### config.mk
export PLATFORM = sky130hd
export DESIGN_NAME = tsp_coord_loader
export DESIGN_NICKNAME = d
export VERILOG_FILES = /design/src/rtl/tsp_pkg.sv /design/src/rtl/tsp_coord_loader.sv
export SDC_FILE = /design/constraint.sdc
export NUM_CORES = 2
export LEC_CHECK = 0
export ABC_AREA = 1
export CAP_MARGIN = 20
export CORE_AREA = 2 2 406 408
export DETAILED_ROUTE_END_ITERATION = 10
export DIE_AREA = 0 0 408 410
export PLACE_DENSITY = 0.57
export SLEW_MARGIN = 20
export SYNTH_ARGS = -nofsm -noshare
export SYNTH_HDL_FRONTEND = slang
export SYNTH_SLANG_ARGS = --single-unit
### constraint.sdc
create_clock -name clk -period 39.1 [get_ports clk]
set_input_delay 3.91 -clock clk [delete_from_list [all_inputs] [get_ports clk]]
set_output_delay 3.91 -clock clk [all_outputs]
set_load 0.01 [all_outputs]
### src/rtl/tsp_pkg.sv
// Shared constants and state type for the tsp solver's coordinate interface.
package tsp_pkg;

  localparam int         NCITY   = 64;
  localparam int         COORD_W = 8;
  localparam int         IDX_W   = $clog2(NCITY);
  localparam logic [7:0] HDR     = 8'hA5;
  localparam int         TIMEOUT = 50_000;

  // Frame parser states: header hunt, count byte, x/y coordinate bytes,
  // checksum byte, and a one-cycle commit state.
  typedef enum logic [2:0] {
    IDLE,
    COUNT,
    XB,
    YB,
    CSUM,
    DONE
  } ld_state_t;

endpackage

### src/rtl/tsp_coord_loader.sv
// Framed byte-stream parser that loads city coordinates for the tsp solver.
// Frame: HDR, N, x0, y0, .., xN-1, yN-1, CSUM (8-bit sum of N and all coords).
// Coordinates land directly in the xs/ys flop arrays; coord_valid and a
// solver_rst pulse follow only a frame whose checksum matches.
module tsp_coord_loader #(
  parameter int         NCITY   = tsp_pkg::NCITY,
  parameter int         COORD_W = tsp_pkg::COORD_W,
  parameter logic [7:0] HDR     = tsp_pkg::HDR,
  parameter int         TIMEOUT = tsp_pkg::TIMEOUT,
  localparam int        IDX_W   = $clog2(NCITY)
) (
  input  logic               clk,
  input  logic               rst,
  input  logic [7:0]         in_data,
  input  logic               in_valid,
  output logic               in_ready,
  output logic [COORD_W-1:0] xs [NCITY],
  output logic [COORD_W-1:0] ys [NCITY],
  output logic [IDX_W:0]     n_cities,
  output logic               coord_valid,
  output logic               solver_rst,
  output logic               err
);

  import tsp_pkg::*;

  localparam int             TO_W    = $clog2(TIMEOUT + 1);
  localparam logic [TO_W-1:0] TO_LAST = TO_W'(TIMEOUT - 1);

  ld_state_t        state;
  logic [IDX_W:0]   n_lat;     // city count of the frame in progress
  logic [IDX_W-1:0] idx;       // city currently being written
  logic [7:0]       sum;       // running checksum
  logic [TO_W-1:0]  idle_cnt;  // clocks since the last accepted byte
  logic             accept;

  // A byte is consumed only when both sides agree on the handshake.
  assign accept = in_valid && in_ready;

  // Frame parser: state, coordinate arrays, idle timeout and status pulses.
  always_ff @(posedge clk or posedge rst) begin
    if (rst) begin
      state       <= IDLE;
      n_lat       <= '0;
      idx         <= '0;
      sum         <= '0;
      idle_cnt    <= '0;
      in_ready    <= 1'b0;
      coord_valid <= 1'b0;
      solver_rst  <= 1'b0;
      err         <= 1'b0;
      n_cities    <= '0;
      // NOTE: xs/ys are flop arrays read in parallel by the solver, so they
      // are reset like any other output rather than left as an unreset RAM.
      for (int i = 0; i < NCITY; i++) begin
        xs[i] <= '0;
        ys[i] <= '0;
      end
    end else begin
      // NOTE: non-blocking throughout, so every branch below sees the
      // pre-edge values and later assignments cleanly override the defaults.
      err        <= 1'b0;
      solver_rst <= 1'b0;
      in_ready   <= 1'b1;

      // Inter-byte idle timeout, only while a frame is being received.
      if (state != IDLE && state != DONE) begin
        if (accept) begin
          idle_cnt <= '0;
        end else if (idle_cnt == TO_LAST) begin
          idle_cnt <= '0;
          err      <= 1'b1;
          state    <= IDLE;
        end else begin
          idle_cnt <= idle_cnt + 1'b1;
        end
      end else begin
        idle_cnt <= '0;
      end

      case (state)
        IDLE: begin
          // Anything other than the header byte is silently dropped.
          if (accept && in_data == HDR) state <= COUNT;
        end

        COUNT: begin
          if (accept) begin
            if (in_data == 8'd0 || int'(in_data) > NCITY) begin
              err   <= 1'b1;
              state <= IDLE;
            end else begin
              n_lat       <= (IDX_W+1)'(in_data);
              idx         <= '0;
              sum         <= in_data;
              coord_valid <= 1'b0;
              for (int i = 0; i < NCITY; i++) begin
                xs[i] <= '0;
                ys[i] <= '0;
              end
              state <= XB;
            end
          end
        end

        XB: begin
          if (accept) begin
            xs[idx] <= COORD_W'(in_data);
            sum     <= sum + in_data;
            state   <= YB;
          end
        end

        YB: begin
          if (accept) begin
            ys[idx] <= COORD_W'(in_data);
            sum     <= sum + in_data;
            if ({1'b0, idx} == n_lat - 1'b1) begin
              state <= CSUM;
            end else begin
              idx   <= idx + 1'b1;
              state <= XB;
            end
          end
        end

        CSUM: begin
          if (accept) begin
            if (in_data == sum) begin
              n_cities <= n_lat;
              in_ready <= 1'b0;
              state    <= DONE;
            end else begin
              err   <= 1'b1;
              state <= IDLE;
            end
          end
        end

        DONE: begin
          // Commit cycle: publish the frame and kick the solver.
          coord_valid <= 1'b1;
          solver_rst  <= 1'b1;
          state       <= IDLE;
        end

        default: state <= IDLE;
      endcase
    end
  end

endmodule

==> key figures <==
Drt
  – Final ANT Viol Nets: 0
  – WL final: 200600 microns
  – # DRC: 0
  – Vias: 41760
  – Iter 0 DRT Violations: 3687
  – Wire per inst: 22.63 microns
  – Vias/cell: 4.710
  – Drt pass-1 iters: 5

Layout
  – Multi-input gate area: 17040 sq um
  – # fillers: 16880
  – Final #Nets: 6596
  – Most frequent cells in the layout: 3138 x nand2_1, 1074 x dfrtp_1, 1044 x clkdlybuf4s50_1, 540 x nor2_1, 118 x clkbuf_16
  – Fin cells: 8865
  – Most common cell after layout, fill and taps aside: nand2_1
  – Reg area: 26900 sq um
  – Synth-to-Final Area Change: 36.52%
  – Share of cells above drive strength 1: 6.476%
  – Finished Core Util: 37.87%

Placed design
  – PortBufs: 1045
  – Post-placement cell count: 8643
  – Post-detail-place hpwl: 140000 microns
  – RePlAce Congestion: 0.9060

Synthesis
  – Syn Nets: 5612
  – #FFs+latches synth: 1075
  – Seq/Total Area, Yosys: 59.32%
  – Main synth FF type: dfrtp_1
  – Synth top area cells: dfrtp_1 59%, nand2_1 26%, nor2_1 4.5%
  – Post-synth ARST share: 100.0%
  – Gate Count Post-Synth: 5590
  – Avg Inst Size Synth: 8.113 sq um
  – Number of flops mapped to enable cells by yosys: 0
  – Area leader, netlist: dfrtp_1
  – Mapped Area: 45350 sq um
  – Ys Warns: 0
  – Yosys top cell area share: 59.32%
  – Unique cell type count in the Yosys netlist: 38

GRT
  – Initial antenna violation count: 10
  – First-pass GRT wire length: 285400 microns
  – Gr usage total: 23.20%
  – Vias in the first global route: 39410
  – Gr ovfl total: 0
  – Maximum number of pins on one net before global-route repair: 191

Timing
  – RSZ-0062 raised after global routing: false
  – Post-route minimum period: 7.740 ns
  – # setup viols final: 0
  – Highest clock rate: 129.2 MHz
  – Final clock period utilization by the worst path: 19.79%
  – Least-Margin Pin Slew: 1.318 ns
  – Slew HR: 12.11%
  – Final Hold Vio Count: 0
  – Slew Limit Fails: 0
  – Worst Clk Skew: 0.04092 ns
  – TNS Setup: 0 ns

Clock tree
  – CTS tree: done
  – Root Buffer Master: clkbuf_16
  – Setup bufs post-CTS: 0
  – Clk_lat worst skew: 0.78 ns
  – Clock buffer count from CTS: 118
  – Max Buffers Root-to-Sink: 3
  – Clk sink count: 1075
  – H-tree depth: 3
  – Hold Buf Count CTS: 0
  – Register clock-pin slew on the reported worst setup and hold paths: 0.06 ns
  – Number of gates resized after CTS: 0

Setup path
  – Crit start category: input port
  – Req. time, crit path: 39.70 ns
  – Crit end category: flip-flop
  – Worst Path Max Fanout: 34
  – Critical Path AT: 8.34 ns
  – Setup Crit Path Kind: in2reg

Floorplanning
  – Die area: 167300 sq um
  – I/O pin cnt: 1046
  – Initial core utilization: 27.74%
  – Chip height: 410 microns
  – Site Rows: 149
  – DIE WIDTH: 408 microns
  – Core footprint: 163500 sq um

Power
  – Power density over the cells: 38.83 nW/um^2
  – VDD IR max: 0.04841 mV
  – Overall power: 2.404 mW
  – Pleak: 30.23 nW

Status
  – Outcome: completed

Run
  – Max cap viols: 0

Min path
  – Hold Crit Class: reg2reg
==> synth_stat cells (3+ instances only) <==
cell type  instances
nand2_4           12
nor2_1           542
buf_2            114
clkbuf_1          95
o21ai_2           30
xor2_1            10
nor4_1             4
nor2_2             9
nor3b_1            3
a31oi_1            3
nand3_1          103
inv_1             49
dfrtp_1         1075
ha_1              10
inv_2             42
nor3_1            11
nor2_4             4
buf_1              3
nor3_2             7
nand2_2           93
nand4_1           12
xnor2_1            5
buf_6              7
a21oi_1           14
nand2_1         3138
buf_4             12
o21ai_0           70
o21ai_1           99
==> metrics by stage <==
step                instance area (sq um)  setup WS (ns)  hold slack, ns
finish                              61910          31.36          0.4675
global route                        61900          31.13          0.4867
CTS                                 61890          31.23          0.4715
detailed placement                  57970          30.43          0.4574
global placement                    57910          30.47          0.4463
floorplan                           45350          4.928          0.4329
==> metal layers <==
metal	wire length, microns	global-route usage [%]	share of wire [%]
met5	41	0	0.020
met4	9118	9.879	4.5
met3	15490	5.556	7.7
met2	92050	36.65	46
met1	83890	30.34	42
==> state kept, by name, summed over array words and instances, names as in the netlist <==
| signal | count |
|---|---|
| xs | 512 |
| ys | 512 |
| idle_cnt | 16 |
| sum | 8 |
| n_cities | 7 |
| n_lat | 7 |
| idx | 6 |
| state | 3 |
| coord_valid | 1 |
| err | 1 |
| in_ready | 1 |
| solver_rst | 1 |
==> cell type report <==
class                      instances  area share [%]
antenna                            5         0.02021
timing repair buffer            1095           17.63
tap                             2189           4.424
clock inverter                    34          0.8205
sequential                      1075           43.45
clock buffer                     183           5.519
multi-input combinational       4192           27.52
inverter                          92          0.6123
==> path summary, 6_finish.rpt <==
check / start / end / slack (ns) / cells after the start
setup reg to reg: state[1] / ys[323] / 32.73 / 13
min in group asynchronous: rst / xs[268] / 3.73 / 2
setup / recovery: in_data[6] / xs[77] / 31.36 / 11
max in group asynchronous: rst / ys[113] / 31.73 / 6
hold reg to reg: ys[78] / ys[78] / 0.47 / 2
hold / removal: ys[78] / ys[78] / 0.47 / 2
==> power breakdown <==
group / internal (mW) / switching [mW] / total (mW)
Sequential: 1.13 / 0.0117 / 1.14
Combinational: 0.0353 / 0.0878 / 0.123
Clock: 0.654 / 0.489 / 1.14
==> kinds of logic (layout without fill, tap and decap cells) <==
kind of cell	after synthesis	in the layout	synth area share, %
other	0	5	0
buffers and inverters	323	1404	3.203
AO/OA/AOI/OAI	223	223	2.759
AND/OR/NAND/NOR	3943	3943	34.11
adder cells (fa/ha/maj)	11	11	0.3200
flip-flops	1075	1075	59.32
XOR/XNOR	15	15	0.2897
==> worst max-delay path: stages <==
cell and delay, ns:
clkdlybuf4s50_1 0.88, inv_4 0.41, nand4_1 0.24, nand4_1 0.11, nor2_2 0.41, inv_2 0.11, nand2_4 0.54, buf_4 0.88
nand2_1 0.47, nand2_1 0.16, nand2_1 0.06
Note: power is estimated with default switching activity, not from simulation.
